**config.mk**
```make
export PLATFORM = sky130hd
export DESIGN_NAME = tug_of_war_field_flat
export DESIGN_NICKNAME = d
export VERILOG_FILES = /design/src/rtl/tow_pkg.sv /design/src/rtl/tug_of_war_field_if.sv /design/src/rtl/sat_counter.sv /design/src/rtl/tug_of_war_field.sv /design/src/flat_wrapper.sv
export SDC_FILE = /design/constraint.sdc
export NUM_CORES = 1
export LEC_CHECK = 0
export ABC_AREA = 1
export BUFFER_PORTS_ARGS = -buffer_cell sky130_fd_sc_hd__buf_2
export CORE_MARGIN = 2
export CORE_UTILIZATION = 57
export DETAILED_ROUTE_END_ITERATION = 6
export GPL_TIMING_DRIVEN = 0
export MAX_ROUTING_LAYER = met4
export PLACE_DENSITY = 0.76
export SYNTH_ARGS = -nofsm -noshare
export SYNTH_HDL_FRONTEND = slang
export SYNTH_SLANG_ARGS = --single-unit
```
**constraint.sdc**
```tcl
create_clock -name clk -period 2.5 [get_ports clk]
set_input_delay 0.25 -clock clk [delete_from_list [all_inputs] [get_ports clk]]
set_output_delay 0.25 -clock clk [all_outputs]
set_load 0.005 [all_outputs]
```
**src/rtl/tow_pkg.sv**
```systemverilog
// Shared types and helpers for the tug-of-war playfield: FSM state encoding
// plus centre-position and score-ceiling calculations.
package tow_pkg;

  typedef enum logic [1:0] {
    PLAY       = 2'd0,
    WIN_L      = 2'd1,
    WIN_R      = 2'd2,
    MATCH_OVER = 2'd3
  } tow_state_e;

  function automatic int unsigned center_pos(input int unsigned n_lights);
    return (n_lights - 32'd1) / 32'd2;
  endfunction

  function automatic int unsigned score_max(input int unsigned score_w);
    return (32'd1 << score_w) - 32'd1;
  endfunction

endpackage

```
**src/rtl/tug_of_war_field_if.sv**
```systemverilog
// Player-facing bundle: press pulses in, playfield display and scoreboard out.
interface tug_of_war_field_if #(
  parameter int unsigned N_LIGHTS = 9,
  parameter int unsigned SCORE_W  = 3
);

  logic                L;
  logic                R;
  logic                new_round;
  logic [N_LIGHTS-1:0] lights;
  logic                win_l;
  logic                win_r;
  logic [SCORE_W-1:0]  score_l;
  logic [SCORE_W-1:0]  score_r;
  logic                match_over;

  modport master (
    output L, R, new_round,
    input  lights, win_l, win_r, score_l, score_r, match_over
  );

  modport slave (
    input  L, R, new_round,
    output lights, win_l, win_r, score_l, score_r, match_over
  );

endinterface

```
**src/rtl/sat_counter.sv**
```systemverilog
// Per-player round counter that stops at its all-ones ceiling and flags it.
module sat_counter
  import tow_pkg::*;
#(
  parameter int unsigned SCORE_W = 3
) (
  input  logic               clk,
  input  logic               reset,
  input  logic               inc_i,
  output logic [SCORE_W-1:0] value_o,
  output logic               sat_o
);

  localparam logic [SCORE_W-1:0] MAX_VAL = SCORE_W'(score_max(SCORE_W));

  logic [SCORE_W-1:0] value_q, value_d;
  logic               sat_q, sat_d;

  always_comb begin
    value_d = value_q;
    if (inc_i && !sat_q) begin
      value_d = value_q + SCORE_W'(1);
    end
    sat_d = (value_d == MAX_VAL);
  end

  always_ff @(posedge clk or negedge reset) begin
    if (!reset) begin
      value_q <= '0;
      sat_q   <= 1'b0;
    end else begin
      value_q <= value_d;
      sat_q   <= sat_d;
    end
  end

  assign value_o = value_q;
  assign sat_o   = sat_q;

endmodule

```
**src/rtl/tug_of_war_field.sv**
```systemverilog
// Tug-of-war playfield: presses walk a single light left/right, pushing it off
// an edge wins the round; first player to a full score wins the match.
module tug_of_war_field
  import tow_pkg::*;
#(
  parameter int unsigned N_LIGHTS    = 9,
  parameter int unsigned SCORE_W     = 3,
  parameter int unsigned HOLD_CYCLES = 16
) (
  input  logic               clk,
  input  logic               reset,
  tug_of_war_field_if.slave  bus
);

  localparam int unsigned POS_W  = $clog2(N_LIGHTS);
  localparam int unsigned HOLD_W = $clog2(HOLD_CYCLES + 1);

  localparam logic [POS_W-1:0]    CENTER        = POS_W'(center_pos(N_LIGHTS));
  localparam logic [POS_W-1:0]    POS_MAX       = POS_W'(N_LIGHTS - 1);
  localparam logic [HOLD_W-1:0]   HOLD_LAST     = HOLD_W'(HOLD_CYCLES - 1);
  localparam logic [SCORE_W-1:0]  SCORE_PRE_MAX = SCORE_W'(score_max(SCORE_W) - 1);
  localparam logic [N_LIGHTS-1:0] LIGHTS_CENTER = N_LIGHTS'(1) << center_pos(N_LIGHTS);

  tow_state_e          state_q, state_d;
  logic [POS_W-1:0]    pos_q, pos_d;
  logic [HOLD_W-1:0]   hold_q, hold_d;
  logic [N_LIGHTS-1:0] lights_q, lights_d;
  logic                win_l_q, win_l_d;
  logic                win_r_q, win_r_d;
  logic                match_over_q, match_over_d;

  logic                inc_l_c, inc_r_c;
  logic [SCORE_W-1:0]  score_l, score_r;
  logic                sat_l, sat_r;
  logic                l_only_c, r_only_c;

  // Simultaneous presses cancel each other out.
  assign l_only_c = bus.L & ~bus.R;
  assign r_only_c = bus.R & ~bus.L;

  always_comb begin
    state_d      = state_q;
    pos_d        = pos_q;
    hold_d       = hold_q;
    inc_l_c      = 1'b0;
    inc_r_c      = 1'b0;
    win_l_d      = 1'b0;
    win_r_d      = 1'b0;
    match_over_d = 1'b0;
    lights_d     = '0;

    case (state_q)
      PLAY: begin
        if (bus.new_round) begin
          pos_d = CENTER;
        end else if (l_only_c) begin
          if (pos_q == POS_MAX) begin
            inc_l_c = 1'b1;
            hold_d  = '0;
            state_d = (score_l == SCORE_PRE_MAX) ? MATCH_OVER : WIN_L;
          end else begin
            pos_d = pos_q + POS_W'(1);
          end
        end else if (r_only_c) begin
          if (pos_q == '0) begin
            inc_r_c = 1'b1;
            hold_d  = '0;
            state_d = (score_r == SCORE_PRE_MAX) ? MATCH_OVER : WIN_R;
          end else begin
            pos_d = pos_q - POS_W'(1);
          end
        end
      end
      WIN_L, WIN_R: begin
        if (bus.new_round || (hold_q == HOLD_LAST)) begin
          state_d = PLAY;
          pos_d   = CENTER;
          hold_d  = '0;
        end else begin
          hold_d = hold_q + HOLD_W'(1);
        end
      end
      default: begin
      end
    endcase

    // Outputs are decoded from the next state so they land with it.
    if (state_d == MATCH_OVER) begin
      win_l_d = (state_q == MATCH_OVER) ? sat_l : inc_l_c;
      win_r_d = (state_q == MATCH_OVER) ? sat_r : inc_r_c;
    end else begin
      win_l_d = (state_d == WIN_L);
      win_r_d = (state_d == WIN_R);
    end
    match_over_d = (state_d == MATCH_OVER);

    if (state_d == PLAY) begin
      lights_d[pos_d] = 1'b1;
    end else if (state_d == MATCH_OVER) begin
      lights_d = '1;
    end
  end

  always_ff @(posedge clk or negedge reset) begin
    if (!reset) begin
      state_q      <= PLAY;
      pos_q        <= CENTER;
      hold_q       <= '0;
      lights_q     <= LIGHTS_CENTER;
      win_l_q      <= 1'b0;
      win_r_q      <= 1'b0;
      match_over_q <= 1'b0;
    end else begin
      state_q      <= state_d;
      pos_q        <= pos_d;
      hold_q       <= hold_d;
      lights_q     <= lights_d;
      win_l_q      <= win_l_d;
      win_r_q      <= win_r_d;
      match_over_q <= match_over_d;
    end
  end

  sat_counter #(.SCORE_W(SCORE_W)) u_score_l (
    .clk     (clk),
    .reset   (reset),
    .inc_i   (inc_l_c),
    .value_o (score_l),
    .sat_o   (sat_l)
  );

  sat_counter #(.SCORE_W(SCORE_W)) u_score_r (
    .clk     (clk),
    .reset   (reset),
    .inc_i   (inc_r_c),
    .value_o (score_r),
    .sat_o   (sat_r)
  );

  assign bus.lights     = lights_q;
  assign bus.win_l      = win_l_q;
  assign bus.win_r      = win_r_q;
  assign bus.score_l    = score_l;
  assign bus.score_r    = score_r;
  assign bus.match_over = match_over_q;

endmodule

```
**src/flat_wrapper.sv**
```systemverilog
// flat-port wrapper written by rule: the top's interface ports become plain ports
module tug_of_war_field_flat import tow_pkg::*;
#(
  parameter int unsigned N_LIGHTS    = 9,
  parameter int unsigned SCORE_W     = 3,
  parameter int unsigned HOLD_CYCLES = 16
)
  (clk, reset, bus_L, bus_R, bus_new_round, bus_lights, bus_win_l, bus_win_r, bus_score_l, bus_score_r, bus_match_over);
  tug_of_war_field_if #(.N_LIGHTS(N_LIGHTS), .SCORE_W(SCORE_W)) bus_i ();
  input  logic clk;
  input  logic reset;
  input wire logic [$bits(bus_i.L)-1:0] bus_L;
  input wire logic [$bits(bus_i.R)-1:0] bus_R;
  input wire logic [$bits(bus_i.new_round)-1:0] bus_new_round;
  output wire logic [$bits(bus_i.lights)-1:0] bus_lights;
  output wire logic [$bits(bus_i.win_l)-1:0] bus_win_l;
  output wire logic [$bits(bus_i.win_r)-1:0] bus_win_r;
  output wire logic [$bits(bus_i.score_l)-1:0] bus_score_l;
  output wire logic [$bits(bus_i.score_r)-1:0] bus_score_r;
  output wire logic [$bits(bus_i.match_over)-1:0] bus_match_over;
  assign bus_i.L = bus_L;
  assign bus_i.R = bus_R;
  assign bus_i.new_round = bus_new_round;
  assign bus_lights = bus_i.lights;
  assign bus_win_l = bus_i.win_l;
  assign bus_win_r = bus_i.win_r;
  assign bus_score_l = bus_i.score_l;
  assign bus_score_r = bus_i.score_r;
  assign bus_match_over = bus_i.match_over;
  tug_of_war_field #(.N_LIGHTS(N_LIGHTS), .SCORE_W(SCORE_W), .HOLD_CYCLES(HOLD_CYCLES)) u_core (.clk(clk), .reset(reset), .bus(bus_i));
endmodule
```
==> results of run 1 <==
metal layers:
layer / GRT usage [%] / share of wire, %
met3: 4.20 / 4.3
met1: 29.8 / 50
met5: - / 0
met4: 12.4 / 2.4
met2: 29.9 / 43
critical path, stage by stage (launching register included):
cell and delay [ns]:
dfrtp_1 0.41, ha_1 0.22, inv_1 0.07, nor3_1 0.04
ha_1 0.21, nor3b_2 0.30, nor2_2 0.08, nand2_1 0.09
nand2_2 0.06, nand2_4 0.09, clkinv_4 0.06, o21ai_0 0.19
inv_1 0.06
area by class of cell:
| class | count | area (µm²) | share of cell area [%] |
|---|---|---|---|
| clock buffers | 8 | 68.8 | 3.25 |
| flip-flops and latches | 31 | 778 | 36.8 |
| inverters | 36 | 143 | 6.74 |
| repair buffers | 23 | 120 | 5.67 |
| multi-input cells | 152 | 930 | 43.9 |
| well taps | 44 | 55.1 | 2.60 |
| plain buffers | 2 | 22.5 | 1.06 |
metrics by stage:
step	hold WS (ns)	area (µm²)
final	0.337	2120
after detailed placement	0.323	2040
after CTS	0.323	2120
after global placement	0.317	2040
after floorplan	-0.0456	1870
after global routing	0.347	2120
cell families after synthesis:
family                   after synthesis  synth area share [%]
multiplexers                           1                 0.534
AND/OR/NAND/NOR                      116                  33.3
XOR/XNOR                               7                  3.67
flip-flops                            31                  41.5
AO/OA/AOI/OAI                         18                  5.41
buffers and inverters                 38                  8.82
adder cells (fa/ha/maj)               10                  6.68
flip-flops by register name, indices dropped and copies added, names as in the netlist:
| register | count |
|---|---|
| u_core.bus.win_r | 1 |
| u_core.state_q | 2 |
| u_core.hold_q | 5 |
| u_core.u_score_l.value_o | 3 |
| u_core.bus.lights | 9 |
| u_core.u_score_l.sat_o | 1 |
| u_core.bus.win_l | 1 |
| u_core.pos_q | 4 |
| u_core.u_score_r.sat_o | 1 |
| u_core.u_score_r.value_o | 3 |
| u_core.bus.match_over | 1 |
report_power, final:
part / switching [W] / internal (W) / leakage, nW / total (W)
registers: 0.0000896 / 0.000636 / 0.411 / 0.000726
clock network: 0.000167 / 0.000165 / 0.0386 / 0.000333
logic: 0.000599 / 0.000362 / 0.732 / 0.000961
layout by cell type (no fill, tap or decap), types with 2 or more instances in the layout:
cell and count:
nand2_1 48, dfrtp_1 29, inv_1 28, buf_2 22, nand3_1 20, nand2_2 14, nor2_1 12, ha_1 10
o21ai_0 7, inv_2 5, nand2_4 5, clkbuf_4 5, nor2_2 4, a21oi_1 4, xor2_1 4, o21ai_1 3
nor2_4 2, nand3_2 2, xnor2_1 2, and3_1 2, o22ai_1 2, clkbuf_8 2, dfstp_2 2
worst paths after layout:
kind | start | to | slack, ns | depth (start not counted)
worst max-delay path | u_core.hold_q[0]$_DFFE_PN0P_ | u_core.bus.win_r$_DFF_PN0_ | 0.50 | 12
worst min-delay path | bus_new_round | u_core.hold_q[1]$_DFFE_PN0P_ | 0.34 | 4
worst max register to register | u_core.hold_q[0]$_DFFE_PN0P_ | u_core.bus.win_r$_DFF_PN0_ | 0.50 | 12
worst min register to register | u_core.hold_q[0]$_DFFE_PN0P_ | u_core.hold_q[0]$_DFFE_PN0P_ | 0.51 | 1
max in group asynchronous | reset | u_core.state_q[0]$_DFF_PN0_ | 1.61 | 2
min in group asynchronous | reset | u_core.u_score_r.sat_o$_DFF_PN0_ | 0.47 | 2
timing repair:
action                    in CTS  in global routing
hold buffers                   1                  0
resized for setup              0                  0
hold endpoints to repair      29                  0
==> reports/results.ini, run 1 <==
[placement]
place_ws_ns=0.511
io_buffers=22
dp_hpwl_um=2460
place_inst=287
gp_congestion=0.846

[worst_setup_path]
crit_path_max_fanout=5
cp_data_required_time_ns=2.73
setup.worst_path.end_class=register
startpoint_type=register
path_class=register to register
critPathArrivalTime_ns=2.23

[floorplanning]
die_y_um=61.3
io_pins=23
start_util_pct=60.9
die_area_um2=3760
design.core.area_um2=3080
rows=20
die_x_um=61.3

[power_and_ir_drop]
power_density_nw_per_um2=954
vdd_drop_max_v=0.000498
leakagePower_nw=1.18
p_total_w=0.00202

[timing]
setup_violations=0
finalSetupTns_ns=0
tightest_slew_ns=0.656
fmax_mhz=500
maxSlewHeadroom_pct=56.3
skew_ns=0.00852
fin_crit_ns=2.00
rsz0062_at_grt=false
hold_violations=0
drv_slew=0
setup_ws_ns=0.502
period_share_pct=79.9

[detailed_routing]
via_count=1459
viasPerCell=4.93
drc=0
drt_wl_total_um=3160
final_antenna_net_count=0
dr.first_iter.drc_count=54
wire_per_inst_um=10.7
firstDrtPassIters=4

[synth]
synth_area_leaders=dfrtp_1 39%, nand2_1 9.6%, ha_1 6.7%
synth_most_common_cell=nand2_1
synthCells=221
synth_edf_count=0
synth_area_per_cell_um2=8.48
synth_largest_area_cell=dfrtp_1
syn-num-nets=236
seq_area_frac_synth_pct=41.5
synth_flop_cell=dfrtp_1
ys_types=36
async_flop_share_pct=100
synth_top_area_share_pct=38.7
netlist_area_um2=1870
ys_top_cells_by_count=48 x nand2_1, 29 x dfrtp_1, 28 x inv_1, 20 x nand3_1, 14 x nand2_2
ys_ff_latch=31
yosysWarnings=0

[cells_and_area]
area_growth_syn_to_layout_pct=13.0
antenna_cells=0
final_util_pct=68.8
finalNonFillerCells=296
fill_cells=267
nNetsFinal=266
drive_above_1_share_pct=28.6

[clock_tree]
clock_latency_ns=0.34
htreeDepth=2
clockBufferDepth=2
clock-root-buffer=clkbuf_4
clk_pin_slew_ns=0.09
cts_buffers=5
postCtsSetupBuffers=0
cts.sinks=31
cts_tree=built

[global_route]
grt_pass1_wl_um=5680
antenna_found_initial=0
grt_usage_pct=21.7
grt_max_degree=32
overflow=0
grt_pass1_vias=1320

[job]
drv_cap=0

[worst_hold_path]
holdCritPathClass=input port to register

[run_status]
status=finished, final reports clean

No activity file was read; power rests on OpenSTA's default activity.
==> run 2, diff against run 1 <==
==> constraint.sdc (replaced) <==
create_clock -name clk -period 2 [get_ports clk]
set_input_delay 0.2 -clock clk [delete_from_list [all_inputs] [get_ports clk]]
set_output_delay 0.2 -clock clk [all_outputs]
set_load 0.005 [all_outputs]
==> run 2 against run 1 <==
Via count rose by 0.41%. Non-clock buffer count rose by 3. Clock-buffer cell count did not move. Clock power rose by 26%. Cell area rose by 3.0%. Largest power group unchanged.
==> reports/results.ini, run 2 (synthesized netlist as in run 1, its figures left out) <==
[worst_setup_path]
crit_buf_inv=2  ; -1
worstReg2RegStart=u_core.hold_q[1]$_DFFE_PN0P_
crit_path_max_fanout=8  ; +3
critPathSlowestCell=dfrtp_1
cp_data_required_time_ns=2.28  ; -0.45 ns
worstReg2RegEnd=u_core.bus.lights[0]$_DFF_PN0_
r2r_cells=14  ; +2
critPathTopFamily=simple AND/OR/NAND/NOR gates
crit_path_start=u_core.hold_q[1]$_DFFE_PN0P_
critPathArrivalTime_ns=2.20  ; -0.03 ns
startpoint_type=register
setup.worst_path.end_class=register
worst_path_largest_cell_delay_ns=0.40  ; about the same
rrSetupSlack_ns=0.08  ; -0.42 ns
critPathCapture=u_core.bus.lights[0]$_DFF_PN0_
path_class=register to register
path_depth=14  ; +2
cp_cell_sequence=ha_2 > inv_2 > nor3_2 > ha_2 > nor3b_4 > nor2_2 > nand2_1 > nand2_2 > nand2_4 > inv_4 > nand2_4 > nor2_8 > nand3_1 > nand2_1

[run_status]
status=finished, final reports clean

[global_route]
antenna_found_initial=0  ; unchanged
grt_pass1_vias=1320  ; unchanged
overflow=0  ; unchanged
grt_usage_pct=21.7  ; unchanged
grt_max_degree=32  ; unchanged
grt_pass1_wl_um=5680  ; unchanged

[detailed_routing]
wire_per_inst_um=10.9  ; +1.8%
dr.first_iter.drc_count=52  ; -3.7%
drc=0  ; unchanged
firstDrtPassIters=4  ; unchanged
via_count=1465  ; +0.41%
viasPerCell=4.90  ; -0.60%
drt_wl_total_um=3250  ; +2.8%
final_antenna_net_count=0  ; unchanged

[placement]
dp_hpwl_um=2460  ; unchanged
io_buffers=22  ; unchanged
gp_congestion=0.846  ; unchanged
place_ws_ns=0.0115  ; -0.500 ns

[floorplanning]
die_area_um2=3760  ; unchanged
die_y_um=61.3  ; unchanged
io_pins=23  ; unchanged
design.core.area_um2=3080  ; unchanged
die_x_um=61.3  ; unchanged
rows=20  ; unchanged
start_util_pct=60.9  ; unchanged

[clock_tree]
clk_pin_slew_ns=0.09  ; about the same
clockBufferDepth=2  ; unchanged
clock_latency_ns=0.34  ; about the same
clock-root-buffer=clkbuf_4
cts_tree=built
cts.sinks=31  ; unchanged
cts_buffers=5  ; unchanged
htreeDepth=2  ; unchanged

[power_and_ir_drop]
power_density_nw_per_um2=1200  ; +26%
vdd_drop_max_v=0.000630  ; +27%
p_total_w=0.00262  ; +29%
leakagePower_nw=1.19  ; +1.1%

[cells_and_area]
antenna_cells=0  ; unchanged
largest_reg_flops=9  ; unchanged
multiInputGateArea_um2=970  ; +4.3%
final_util_pct=70.8  ; +2.0 points
drive_above_1_share_pct=32.9  ; +4.4 points
nNetsFinal=269  ; +1.1%
final_common_cell=nand2_1
area_growth_syn_to_layout_pct=16.4
layout_common_cells=47 x nand2_1, 29 x dfrtp_1, 26 x inv_1
seq_area_um2=778  ; unchanged
fill_cells=253  ; -5.2%

[timing]
hold_violations=0  ; unchanged
skew_ns=0.00843  ; -0.0000913 ns
period_share_pct=96.1  ; +16 points
fmax_mhz=520  ; +4.0%
tightest_slew_ns=0.663  ; +0.00695 ns
rsz0062_at_grt=true
fin_crit_ns=1.92  ; -0.0764 ns
setup_violations=0  ; unchanged
maxSlewHeadroom_pct=55.8  ; -0.46 points
drv_slew=0  ; unchanged
setup_ws_ns=0.0780  ; -0.424 ns

[job]
drv_cap=0  ; unchanged

[worst_hold_path]
hold_depth=4  ; unchanged
holdCritPathClass=input port to register

[run 2: changes by cell type in the layout (fill, tap and decap cells not counted), sizes merged]
cell / delta
buf: +3
[run 2: timing repair]
action / 4_1_cts / 5_1_grt
pin swaps: 1 / 5
setup buffers: 0 / 3
setup endpoints to repair: 3 / 13
hold endpoints to repair: 29 / 0
gates resized for setup: 0 / 13
hold buffers: 1 / 0
[run 2: worst reg2reg max path: cells and delay by family, from the launching register on]
kind	cells	cell delay, ns
buffers and inverters	2	0.10
adders and majority gates	2	0.43
and+or+nand+nor	10	0.93
DFF	1	0.40
[run 2: stage by stage]
step                      std cells  setup TNS, ns  hold slack, ns  cell area (µm²)
after floorplan                 221              0         -0.0956             1870
after global placement          287              0           0.267             2040
after detailed placement        287              0           0.273             2040
after CTS                       296              0           0.274             2120
after global routing            299         -0.418           0.342             2180
final                           299              0           0.330             2180
[run 2: area by class of cell]
class	count	share of cell area, %
timing repair buffer	26	6.54
tap	44	2.53
sequential	31	35.7
inverter	36	6.54
clock buffer	8	3.16
multi-input combinational	152	44.5
buffer	2	1.03
[run 2: layer usage]
metal	vias to the layer above	wire length, µm	track usage (%)
met5	-	0	-
met3	6	175	4.20
met1	667	1590	29.8
met2	30	1420	29.9
met4	0	62	12.4
li1	762	-	-
[run 2: worst min path at each step]
stage / from / slack (ns) / to
4_1_cts: bus_new_round / 0.27 / u_core.hold_q[1]$_DFFE_PN0P_
6_report: bus_new_round / 0.33 / u_core.hold_q[2]$_DFFE_PN0P_
3_3_place_gp: reset / 0.27 / u_core.u_score_r.value_o[0]$_DFF_PN0_
2_1_floorplan: reset / -0.1 / u_core.bus.lights[0]$_DFF_PN0_
3_5_place_dp: reset / 0.27 / u_core.u_score_r.value_o[0]$_DFF_PN0_
5_1_grt: bus_new_round / 0.34 / u_core.hold_q[2]$_DFFE_PN0P_
[run 2: where the power goes]
group          internal, W  switching [W]
clock             0.000207       0.000213
combinational     0.000503       0.000787
sequential        0.000795       0.000111
==> run 3, diff against run 2 <==
--- a/config.mk
+++ b/config.mk
@@ -8,11 +8,11 @@
 export ABC_AREA = 1
 export BUFFER_PORTS_ARGS = -buffer_cell sky130_fd_sc_hd__buf_2
 export CORE_MARGIN = 2
-export CORE_UTILIZATION = 57
+export CORE_UTILIZATION = 40
 export DETAILED_ROUTE_END_ITERATION = 6
 export GPL_TIMING_DRIVEN = 0
 export MAX_ROUTING_LAYER = met4
-export PLACE_DENSITY = 0.76
+export PLACE_DENSITY = 0.57
 export SYNTH_ARGS = -nofsm -noshare
 export SYNTH_HDL_FRONTEND = slang
 export SYNTH_SLANG_ARGS = --single-unit
==> run 3 against run 2 <==
Hold slack gained 0.10 ns. Flip-flop and latch count is the same. Cell count grew 2.3%. Sequential power grew 2%. Non-clock buffer count shrank 1. Clock-buffer cell count shrank 1. Global-route usage shrank 6.5 points. Critical path depth is the same. Critical path type unchanged.
==> reports/results.ini, run 3 (synthesized netlist as in run 1, its figures left out) <==
[run_status]
status=finished, final reports clean

[timing]
maxSlewHeadroom_pct=54.8  ; -0.97 points
drv_slew=0  ; unchanged
hold_violations=0  ; unchanged
setup_violations=0  ; unchanged
period_share_pct=93.1  ; -3.0 points
rsz0062_at_grt=true
skew_ns=0.00651  ; -0.00193 ns
tightest_slew_ns=0.678  ; +0.0145 ns
fin_crit_ns=1.86  ; -0.0610 ns
fmax_mhz=537  ; +3.3%

[detailed_routing]
viasPerCell=4.61  ; -5.9%
dr.first_iter.drc_count=66  ; +27%
via_count=1411  ; -3.7%
wire_per_inst_um=11.5  ; +6.0%
drc=0  ; unchanged
firstDrtPassIters=4  ; unchanged
final_antenna_net_count=0  ; unchanged
drt_wl_total_um=3520  ; +8.4%

[floorplanning]
die_y_um=72.4  ; +18%
die_x_um=72.4  ; +18%
die_area_um2=5250  ; +39%
rows=24  ; +20%
design.core.area_um2=4440  ; +44%
io_pins=23  ; unchanged
start_util_pct=42.1  ; -19 points

[cells_and_area]
multiInputGateArea_um2=978  ; +0.90%
fill_cells=435  ; +72%
seq_area_um2=778  ; unchanged
largest_reg_flops=9  ; unchanged
finalNonFillerCells=306  ; +2.3%
antenna_cells=0  ; unchanged
layout_common_cells=45 x nand2_1, 29 x dfrtp_1, 27 x inv_1
drive_above_1_share_pct=32.7  ; -0.26 points
area_growth_syn_to_layout_pct=17.6
final_common_cell=nand2_1
nNetsFinal=268  ; -0.37%

[worst_setup_path]
setup.worst_path.end_class=register
critPathArrivalTime_ns=2.03  ; -0.17 ns
rrSetupSlack_ns=0.14  ; +0.06 ns
cp_data_required_time_ns=2.17  ; -0.11 ns
crit_path_max_fanout=8  ; unchanged
path_class=register to register
startpoint_type=register

[global_route]
overflow=0  ; unchanged
grt_usage_pct=15.3  ; -6.5 points
grt_pass1_vias=1342  ; +1.7%
antenna_found_initial=0  ; unchanged
grt_pass1_wl_um=5980  ; +5.2%
grt_max_degree=32  ; unchanged

[placement]
dp_hpwl_um=2690  ; +9.3%
place_inst=295  ; +2.8%
io_buffers=22  ; unchanged
gp_congestion=0.845  ; about the same

[worst_hold_path]
holdCritPathClass=input port to register

[clock_tree]
cts_tree=built
clockBufferDepth=2  ; unchanged
clock_latency_ns=0.28  ; -0.06 ns
htreeDepth=2  ; unchanged
clk_pin_slew_ns=0.06  ; -0.03 ns
cts.sinks=31  ; unchanged
cts_buffers=5  ; unchanged
clock-root-buffer=clkbuf_8

[power_and_ir_drop]
p_total_w=0.00267  ; +2.1%
vdd_drop_max_v=0.000657  ; +4.4%
power_density_nw_per_um2=1210  ; +0.96%
leakagePower_nw=1.19  ; about the same

[job]
drv_cap=0  ; unchanged

-- run 3: cell types whose count changed in the layout (fill, tap and decap cells not counted), moves of 2 or more --
cell      before  now
a21oi_1        4    2
a21oi_2        0    2
clkbuf_4       5    0
clkbuf_8       2    5
nand2_1       47   45
nand2_2       15   17
-- run 3: layout make-up --
| cell class | instances | share of cell area, % |
|---|---|---|
| Multi-Input combinational cell | 152 | 44.4 |
| Inverter | 36 | 6.47 |
| Sequential cell | 31 | 35.3 |
| Clock inverter | 1 | 0.227 |
| Clock buffer | 7 | 3.46 |
| Timing Repair Buffer | 25 | 6.13 |
| Buffer | 2 | 1.02 |
| Tap cell | 52 | 2.95 |
-- run 3: final timing paths --
kind                                                  startpoint                               endpoint  cells past startpoint
max reg2reg                         u_core.hold_q[0]$_DFFE_PN0P_         u_core.bus.lights[2]$_DFF_PN0_                     14
max in group asynchronous                                  reset         u_core.bus.lights[0]$_DFF_PN0_                      2
min                                                        bus_L  u_core.u_score_l.value_o[2]$_DFF_PN0_                      5
max                                 u_core.hold_q[0]$_DFFE_PN0P_         u_core.bus.lights[2]$_DFF_PN0_                     14
min in group asynchronous                                  reset  u_core.u_score_r.value_o[0]$_DFF_PN0_                      2
min reg2reg                u_core.u_score_l.value_o[2]$_DFF_PN0_  u_core.u_score_l.value_o[2]$_DFF_PN0_                      1
-- run 3: critical path, stage by stage, from the launching register on --
cell and delay (ns):
dfrtp_1 0.41, ha_2 0.20, inv_1 0.07, nor3_2 0.04, ha_2 0.19, nor3b_4 0.24
nor2_4 0.08, nand2_1 0.08, nand2_2 0.06, nand2_4 0.09, clkinv_4 0.06, nand2_4 0.07
nor2_8 0.05, nand3_1 0.07, nand2_1 0.05
-- run 3: through the flow --
| stage | cell area, µm² | TNS, ns | utilization (%) | hold slack (ns) | worst slack (ns) |
|---|---|---|---|---|---|
| finish | 2200 | 0 | 49.6 | 0.430 | 0.139 |
| CTS | 2150 | 0 | 48.3 | 0.348 | 0.000810 |
| global placement | 2050 | -0.160 | 46.1 | 0.284 | -0.0271 |
| detailed placement | 2050 | -0.209 | 46.1 | 0.282 | -0.0357 |
| floorplan | 1870 | 0 | - | -0.0956 | 0.170 |
| global route | 2200 | -0.0115 | 49.6 | 0.479 | -0.00607 |
-- run 3: power by group --
group | internal [W] | switching [W] | leakage [nW]
logic | 0.000500 | 0.000784 | 0.741
registers | 0.000797 | 0.000124 | 0.411
clock network | 0.000244 | 0.000221 | 0.0422
-- run 3: repair_timing --
action,4_1_cts,5_1_grt
resized for setup,1,13
setup endpoints to repair,7,12
hold buffers,1,0
pin swaps,0,3
hold endpoints to repair,29,0
setup buffers,0,2
-- run 3: per-layer routing --
metal  vias to the layer above  share of wire (%)  track usage (%)
met4                         0               0.91             5.56
met2                        17                 44             22.2
met5                         -                  0                -
met3                         4                3.0             3.47
met1                       638                 52             20.9
li1                        752                  -                -
